$ cat config.mk
export PLATFORM = sky130hd
export DESIGN_NAME = sipo_collect
export DESIGN_NICKNAME = d
export VERILOG_FILES = /design/src/rtl/sipo_collect.sv
export SDC_FILE = /design/constraint.sdc
export NUM_CORES = 1
export LEC_CHECK = 0
export ABC_CLOCK_PERIOD_IN_PS = 1600
export BUFFER_PORTS_ARGS = -buffer_cell sky130_fd_sc_hd__buf_4
export CAP_MARGIN = 20
export CORE_UTILIZATION = 35
export CTS_CLUSTER_DIAMETER = 80
export DETAILED_ROUTE_END_ITERATION = 7
export MAX_ROUTING_LAYER = met4
export PLACE_DENSITY = 0.63
export SKIP_CTS_REPAIR_TIMING = 1
export SYNTH_ARGS = -nofsm -noshare
export SYNTH_HDL_FRONTEND = slang
export SYNTH_SLANG_ARGS = --single-unit
$ cat constraint.sdc
create_clock -name clk -period 1.6 [get_ports clk]
set_input_delay 0.16 -clock clk [delete_from_list [all_inputs] [get_ports clk]]
set_output_delay 0.16 -clock clk [all_outputs]
set_load 0.01 [all_outputs]
$ cat src/rtl/sipo_collect.sv
// rtl/sipo_collect.sv - serial-to-parallel word collector with valid/ready on both sides; define SIPO_MSB_FIRST_EN for MSB-first ordering
module sipo_collect #(
  parameter int width = 4
) (
  input  logic                     clk,
  input  logic                     reset,
  input  logic                     sin,
  input  logic                     sin_valid,
  output logic                     sin_ready,
  input  logic                     flush,
  output logic [width-1:0]         q,
  output logic                     q_valid,
  input  logic                     q_ready,
  output logic [$clog2(width)-1:0] count
);

  localparam int cw = $clog2(width);
  localparam logic [cw-1:0] last_count = cw'(width - 1);

  typedef enum logic {
    FILL = 1'b0,
    FULL = 1'b1
  } state_t;

  state_t           state;
  state_t           state_next;
  logic [width-1:0] sr;
  logic [width-1:0] sr_shift;
  logic             accept;
  logic             complete;

  // Partial word with the incoming bit merged in; the shift direction sets bit ordering
  always_comb begin
`ifdef SIPO_MSB_FIRST_EN
    sr_shift = (sr << 1) | width'(sin);
`else
    sr_shift = (sr >> 1) | (width'(sin) << (width - 1));
`endif
  end

  // Handshake decode and next-state: FULL leaves only on an output handshake
  always_comb begin
    sin_ready  = !flush && (state == FILL || q_ready);
    accept     = sin_valid && sin_ready;
    complete   = accept && (count == last_count);
    state_next = state;
    case (state)
      FILL: if (complete) state_next = FULL;
      FULL: if (q_ready && !complete) state_next = FILL;
      default: state_next = FILL;
    endcase
  end

  assign q_valid = (state == FULL);

  // State register; FULL doubles as q_valid
  always_ff @(posedge clk or posedge reset) begin
    if (reset) state <= FILL;
    else       state <= state_next;
  end

  // Shift register, bit counter and frozen output word
  always_ff @(posedge clk or posedge reset) begin
    if (reset) begin
      sr    <= '0;
      count <= '0;
      q     <= '0;
    end else if (flush) begin
      sr    <= '0;
      count <= '0;
    end else if (accept) begin
      if (complete) begin
        q     <= sr_shift;
        sr    <= '0;
        count <= '0;
      end else begin
        sr    <= sr_shift;
        count <= count + cw'(1);
      end
    end
  end

endmodule

==> metrics.yaml, run 1 <==
status: "finished, final reports clean"
fp.dieH_um: 39.2
p_int_mw: 0.495
cp.buffers_inverters: 0
wl_per_cell_um: 13.2
combPwrFrac_pct: 20.0
clock_power_share_pct: 34.0
antenna_left: 0
ys_seq_area_share_pct: 51.5
finalCriticalPeriod_ns: 1.32
path_cells: "ha_1 -> nand4b_4 -> mux2_2"
pin_count: 14
synth-edff-count: 0
hp-class: "input pin to register"
synth_seq_cells: 10
synth_area_leaders: "dfrtp_1 (52%), mux2_2 (14%), nand2b_1 (7.7%)"
final.setup.tns_ns: 0
crit_family: "flip-flops"
core_area_um2: 1300
syn-cell-area_um2: 485
critPathLaunchType: "register"
path_class: "register to register"
period_share_pct: 82.5
final.fill_count: 124
cpPeakStageDelay_ns: 0.41
syn_to_final_growth_pct: 33.5
die_area_um2: 1540
num_rows: 13
cts_inserted_buffers: 3
setup-violations-final: 0
drv_slew: 0
synth_ff_type: "dfrtp_1"
layout-drive-gt1-share_pct: 49.1
yosys_warnings: 0
place_congestion: 0.756
syn-num-nets: 42
yosysTopAreaCellShare_pct: 51.5
grt.met3_usage_pct: 5.20
cts_tree: "yes"
cp_max_fo: 5
place_hpwl_um: 701
maxCapViolations: 0
p_switching_mw: 0.159
worst_ep_arrival_time_ns: 1.46
start_util_pct: 37.3
postSynthCellCount: 35
firstDrtPassIters: 4
final_nets: 61
max_freq_mhz: 758
cts_root_buffer: "clkbuf_4"
antenna_found_initial: 0
hold_viol_final: 0
wirelength_um: 897
clk_latency_ns: 0.25
fp.dieW_um: 39.2
grt.met2_usage_pct: 28.3
worst_pin_slew_ns: 0.388
rsz0062_at_grt: "no"
ir_worst_vdd_mv: 0.455
numPortBuffers: 13
drc: 0
grt_pass1_vias: 352
grt_max_degree: 11
gr-usage-all-layers_pct: 15.3
use_met1_pct: 15.7
yosysUniqueCellTypes: 12
htreeDepth: 1
num_vias: 329
yosys-top-cells-count: "dfrtp_1 (10), mux2_2 (6), nand2b_1 (6), mux2i_1 (3), nor2b_1 (3)"
grt-ovfl-total: 0
cts_buffer_depth: 2
leakage_nw: 0.348
finalNonFillerCells: 68
crit_required_ns: 1.74
synth_largest_area_cell: "dfrtp_1"
top_usage_layer: "met2"
via_per_inst: 4.84
diodes: 0
skew_ns: 0.00374
grt_pass1_wl_um: 1510
drt_iter0_drc: 6
p_seq_share_pct: 46.0
swShare_pct: 24.3
crit_slowest_cell: "dfrtp_1"
ys_async_sr_fraction_pct: 100
syn_avg_cell_area_um2: 13.9
path_clk_slew_ns: 0.07
post-synth-top-count-cell: "dfrtp_1"
slew_headroom_pct: 74.1
dpl.cell_count: 63
end_kind: "register"
power.density_nw_per_um2: 1010
cts.sinks: 10
[stage by stage]
stage                     instance area, um^2  power (mW)  hold WS (ns)  setup WS [ns]  utilization, %
after floorplan                           485       0.369      0.000178          0.337               -
after global placement                    602       0.429         0.151          0.342            46.3
after detailed placement                  602       0.437         0.164          0.290            46.3
after CTS                                 638       0.662        -0.114          0.270            49.0
after global routing                      648       0.695         0.147          0.215            49.8
final                                     648       0.655         0.154          0.280            49.8
[per-layer routing]
layer / wire (um) / part of all wire, %
met1: 379 / 42
met2: 474 / 53
met3: 39 / 4.3
met4: 4 / 0.45
met5: 0 / 0
[worst reg2reg max path, delay by kind of cell, from the launching register on]
family	cells	cell delay, ns
flops	1	0.41
mux	1	0.35
fa+ha+maj	1	0.29
simple gates	1	0.15
[cells in the final DEF, fill, tap and decap left out]
| cell | netlist | final |
|---|---|---|
| mux2i_1 | 3 | 3 |
| nand3b_4 | 1 | 1 |
| nand2b_4 | 1 | 1 |
| inv_1 | 1 | 1 |
| buf_4 | 0 | 13 |
| clkbuf_8 | 0 | 1 |
| clkbuf_4 | 0 | 3 |
| ha_1 | 1 | 1 |
| nand4b_4 | 1 | 1 |
| dlygate4sd3_1 | 0 | 1 |
| nand2_1 | 1 | 1 |
| nor2b_1 | 3 | 3 |
| dfrtp_1 | 10 | 10 |
| mux2_2 | 6 | 6 |
| nor2_1 | 1 | 1 |
| nand2b_1 | 6 | 6 |
[power groups by stage]
| stage | clock network (mW) | registers (mW) | logic (mW) |
|---|---|---|---|
| after global routing | 0.244 | 0.305 | 0.146 |
| after floorplan | 0 | 0.313 | 0.0561 |
| after global placement | 0 | 0.302 | 0.127 |
| after detailed placement | 0 | 0.306 | 0.131 |
| after CTS | 0.229 | 0.301 | 0.131 |
| final | 0.223 | 0.301 | 0.131 |
[kinds of logic (layout without fill, tap and decap cells)]
logic type               count (synthesis)  in the layout  synth area share, %
adder cells (fa/ha/maj)                  1              1                 2.58
buffers and inverters                    1             19                0.772
flip-flops                              10             10                 51.5
multiplexers                             9              9                 20.1
AND/OR/NAND/NOR                         14             14                 25.0
[area by class of cell]
| type | instances | area [um^2] | share of cell area, % |
|---|---|---|---|
| clock buffers | 4 | 36.3 | 5.60 |
| inverters | 1 | 3.75 | 0.579 |
| multi-input cells | 24 | 231 | 35.7 |
| flip-flops and latches | 10 | 250 | 38.6 |
| well taps | 15 | 18.8 | 2.90 |
| repair buffers | 14 | 108 | 16.6 |
[path summary, 6_finish.rpt]
path                       depth (start not counted)              endpoint            startpoint  slack, ns
max                                                3      q[2]$_DFFE_PP0P_  count[0]$_DFFE_PP0P_       0.28
min                                                2      q[3]$_DFFE_PP0P_                   sin       0.15
max reg2reg                                        3      q[2]$_DFFE_PP0P_  count[0]$_DFFE_PP0P_       0.28
min reg2reg                                        1      q[1]$_DFFE_PP0P_      q[1]$_DFFE_PP0P_       0.52
max in group asynchronous                          3     sr[2]$_DFFE_PP0P_                 reset       0.89
min in group asynchronous                          3  count[0]$_DFFE_PP0P_                 reset       0.44
[state kept, by name, indices dropped and copies added (netlist names)]
| register | count |
|---|---|
| count | 2 |
| q | 4 |
| q_valid | 1 |
| sr | 3 |
Power figures use the tool's default switching activity.
==> run 2: changes to the inputs <==
ABC_CLOCK_PERIOD_IN_PS = 1100   (was 1600)
PLACE_DENSITY = 0.65   (was 0.63)
clock period = 1.1 ns   (was 1.6 ns; I/O delays follow)
==> metrics.yaml, run 2 (synthesis results as in run 1) <==
cts_inserted_buffers: 3
antenna_found_initial: 0
worst_pin_slew_ns: 0.391
critPathLaunchType: "register"
leakage_nw: 0.379
rrSetupSlack_ns: -0.06
grt-ovfl-total: 0
slew_headroom_pct: 73.9
layout-drive-gt1-share_pct: 57.9
fin_util_pct: 54.5
drv_slew: 0
setup-violations-final: 5
pin_count: 14
largest_reg_flops: 4
drt_iter0_drc: 4
final_common_cell: "buf_4"
via_per_inst: 4.57
final_nets: 65
wirelength_um: 944
firstDrtPassIters: 2
status: "finished with violations"
die_area_um2: 1540
place_hpwl_um: 632
power.total_mw: 0.956
dpl.cell_count: 67
numPortBuffers: 13
violations: "setup timing"
final.setup.tns_ns: -0.286
grt_pass1_wl_um: 1480
num_vias: 329
start_util_pct: 37.3
gr-usage-all-layers_pct: 16.1
cts.sinks: 10
period_share_pct: 106
power.density_nw_per_um2: 1350
antenna_left: 0
multi_input_area_um2: 264
worst_ep_arrival_time_ns: 1.31
hold_viol_final: 0
grt_max_degree: 11
place_congestion: 0.716
final.fill_count: 127
regArea_um2: 251
cp_max_fo: 5
finalCriticalPeriod_ns: 1.16
num_rows: 13
core_area_um2: 1300
end_kind: "register"
rsz0062_at_grt: "yes"
top_regs: "q (4), sr (3), count (2)"
grt_pass1_vias: 310
cts_tree: "yes"
setup_ws_ns: -0.0618
path_class: "register to register"
cts_root_buffer: "clkbuf_4"
max_freq_mhz: 861
drc: 0
skew_ns: 0.00400
dp_slack_ns: -0.0541
wl_per_cell_um: 13.1
maxCapViolations: 0
syn_to_final_growth_pct: 46.1
clk_latency_ns: 0.27
diodes: 0
cts_buffer_depth: 2
finalNonFillerCells: 72
htreeDepth: 1
final_cell_mix: "buf_4 (15), dfrtp_1 (9), nand2b_1 (6), mux2_4 (4)"
fp.dieH_um: 39.2
largest_register: "q"
hp-class: "input pin to register"
ir_worst_vdd_mv: 0.758
crit_required_ns: 1.25
fp.dieW_um: 39.2
path_clk_slew_ns: 0.07
==> run 2: report_power, final <==
part | internal, mW | total, mW | switching [mW]
Sequential | 0.410 | 0.443 | 0.0335
Combinational | 0.154 | 0.243 | 0.0888
Clock | 0.140 | 0.270 | 0.130
==> run 2: stage by stage <==
step           hold WS [ns]  area (um^2)
5_1_grt              0.0846          709
3_5_place_dp          0.117          646
6_report             0.0934          709
4_1_cts              -0.175          672
3_3_place_gp          0.114          646
2_1_floorplan       -0.0499          499
==> run 2: layout make-up <==
cell class	instances	area share [%]
clock buffers	4	3.70
inverters	1	0.529
repair buffers	18	20.5
multi-input cells	24	37.2
well taps	15	2.65
flip-flops and latches	10	35.4
==> run 2: path summary, 6_finish.rpt <==
path,cells after the start,endpoint,start
setup reg to reg,3,q[2]$_DFFE_PP0P_,count[0]$_DFFE_PP0P_
hold reg to reg,1,q[1]$_DFFE_PP0P_,q[1]$_DFFE_PP0P_
min in group asynchronous,3,sr[2]$_DFFE_PP0P_,reset
setup / recovery,3,q[2]$_DFFE_PP0P_,count[0]$_DFFE_PP0P_
hold / removal,2,q[3]$_DFFE_PP0P_,sin
max in group asynchronous,3,count[0]$_DFFE_PP0P_,reset
==> run 2: critical path, cell delays in order, from the launching register on <==
cell	delay, ns
dfrtp_2	0.43
ha_4	0.18
nand4b_4	0.12
mux2_4	0.31
==> run 2: routing by layer <==
layer  vias to the layer above  global-route usage (%)  routed length (um)
met5                         -                       -                   0
met4                         0                    5.17                   0
met3                         0                    8.67                  51
met2                        10                    22.1                 465
met1                       156                    20.0                 427
li1                        163                       -                   -
==> run 3: changes to the inputs <==
BUFFER_PORTS_ARGS = -buffer_cell sky130_fd_sc_hd__buf_2   (was -buffer_cell sky130_fd_sc_hd__buf_4)
==> metrics.yaml, run 3 (synthesis results as in run 1) <==
status: "finished with violations"
violations: "setup timing"
hp-class: "input pin to register"
setup_ws_ns: -0.0441
cts_root_buffer: "clkbuf_4"
skew_ns: 0.00550
grt_max_degree: 11
slew_headroom_pct: 74.8
cts.sinks: 10
post-route-cell-area_um2: 696
antenna_found_initial: 0
final_cell_mix: "buf_2 (12), dfrtp_1 (9), nand2b_1 (6), buf_4 (5), mux2_4 (4)"
critPathLaunchType: "register"
crit_end: "q[2]$_DFFE_PP0P_"
dpl.cell_count: 67
p_int_mw: 0.737
die_area_um2: 1540
p_switching_mw: 0.233
hold_viol_final: 0
final.setup.tns_ns: -0.235
pin_count: 14
dp_slack_ns: -0.0540
crit_required_ns: 1.25
power.total_mw: 0.969
maxCapViolations: 0
cts_buffer_depth: 2
layout-drive-gt1-share_pct: 58.6
worst_ep_arrival_time_ns: 1.29
path_class: "register to register"
path_cells: "ha_4 -> nand4b_4 -> mux2_4"
end_kind: "register"
drc: 0
crit_start: "count[0]$_DFFE_PP0P_"
grt-ovfl-total: 0
crit_slowest_cell: "dfrtp_2"
firstDrtPassIters: 1
wirelength_um: 778
place_congestion: 0.671
setup-violations-final: 8
max_freq_mhz: 874
cpPeakStageDelay_ns: 0.42
largest_register: "q"
htreeDepth: 1
leakage_nw: 0.391
top_regs: "q (4), sr (3), count (2)"
fp.dieH_um: 39.2
diodes: 0
power.density_nw_per_um2: 1390
ir_worst_vdd_mv: 0.755
numPortBuffers: 13
final_common_cell: "buf_2"
final.fill_count: 128
cp_max_fo: 5
largest_reg_flops: 4
grt_pass1_vias: 298
combPwrFrac_pct: 21.7
start_util_pct: 37.3
wl_per_cell_um: 10.7
period_share_pct: 104
fp.dieW_um: 39.2
p_seq_share_pct: 45.0
grt_pass1_wl_um: 1240
cts_tree: "yes"
core_area_um2: 1300
worst_r2r_startpoint: "count[0]$_DFFE_PP0P_"
num_rows: 13
clk_latency_ns: 0.26
rrSetupSlack_ns: -0.04
path_clk_slew_ns: 0.07
via_per_inst: 4.53
dpl_cell_area_um2: 613
syn_to_final_growth_pct: 43.3
cts_inserted_buffers: 3
rsz0062_at_grt: "yes"
worst_pin_slew_ns: 0.378
finalCriticalPeriod_ns: 1.14
timing.rr.end: "q[2]$_DFFE_PP0P_"
final_nets: 66
r2r_cells: 3
num_vias: 331
antenna_left: 0
finalNonFillerCells: 73
swShare_pct: 24.0
gr-usage-all-layers_pct: 13.2
clock_power_share_pct: 33.4
holdWs_ns: 0.105
place_hpwl_um: 580
drv_slew: 0
drt_iter0_drc: 0
fin_util_pct: 53.5
==> run 3: how the worst min path moves through the flow <==
stage | from | to | slack [ns] | cells past startpoint
global route | sin | q[3]$_DFFE_PP0P_ | 0.1 | 2
finish | sin | q[3]$_DFFE_PP0P_ | 0.10 | 2
floorplan | reset | count[1]$_DFFE_PP0P_ | -0.05 | 1
CTS | reset | q[0]$_DFFE_PP0P_ | -0.18 | 2
detailed placement | reset | q[0]$_DFFE_PP0P_ | 0.10 | 2
global placement | reset | q[0]$_DFFE_PP0P_ | 0.10 | 2
==> run 3: power by group through the flow <==
stage	clock, mW	sequential, mW	combinational (mW)
global route	0.355	0.441	0.235
detailed placement	0	0.443	0.190
finish	0.323	0.436	0.210
CTS	0.337	0.436	0.191
floorplan	0	0.461	0.0855
global placement	0	0.442	0.189
==> run 3: worst max-delay path: cells and delay by family, from the launching register on <==
kind                       cells  cell delay (ns)
and+or+nand+nor                1             0.13
adders and majority gates      1             0.17
DFF                            1             0.42
muxes                          1             0.31
==> run 3: final cells by class <==
type | count | area [um^2] | area share, %
flip-flops and latches | 10 | 251 | 36.2
inverters | 1 | 3.75 | 0.540
clock buffers | 4 | 36.3 | 5.22
multi-input cells | 24 | 267 | 38.3
well taps | 15 | 18.8 | 2.70
repair buffers | 19 | 119 | 17.1
==> run 3: routing by layer <==
layer | wire (um) | global-route usage [%] | vias up | share of wire [%]
met4 | 6 | 5.17 | 0 | 0.77
li1 | - | - | 167 | -
met2 | 350 | 19.2 | 9 | 45
met1 | 364 | 15.2 | 153 | 47
met5 | 0 | - | - | 0
met3 | 57 | 6.94 | 2 | 7.3
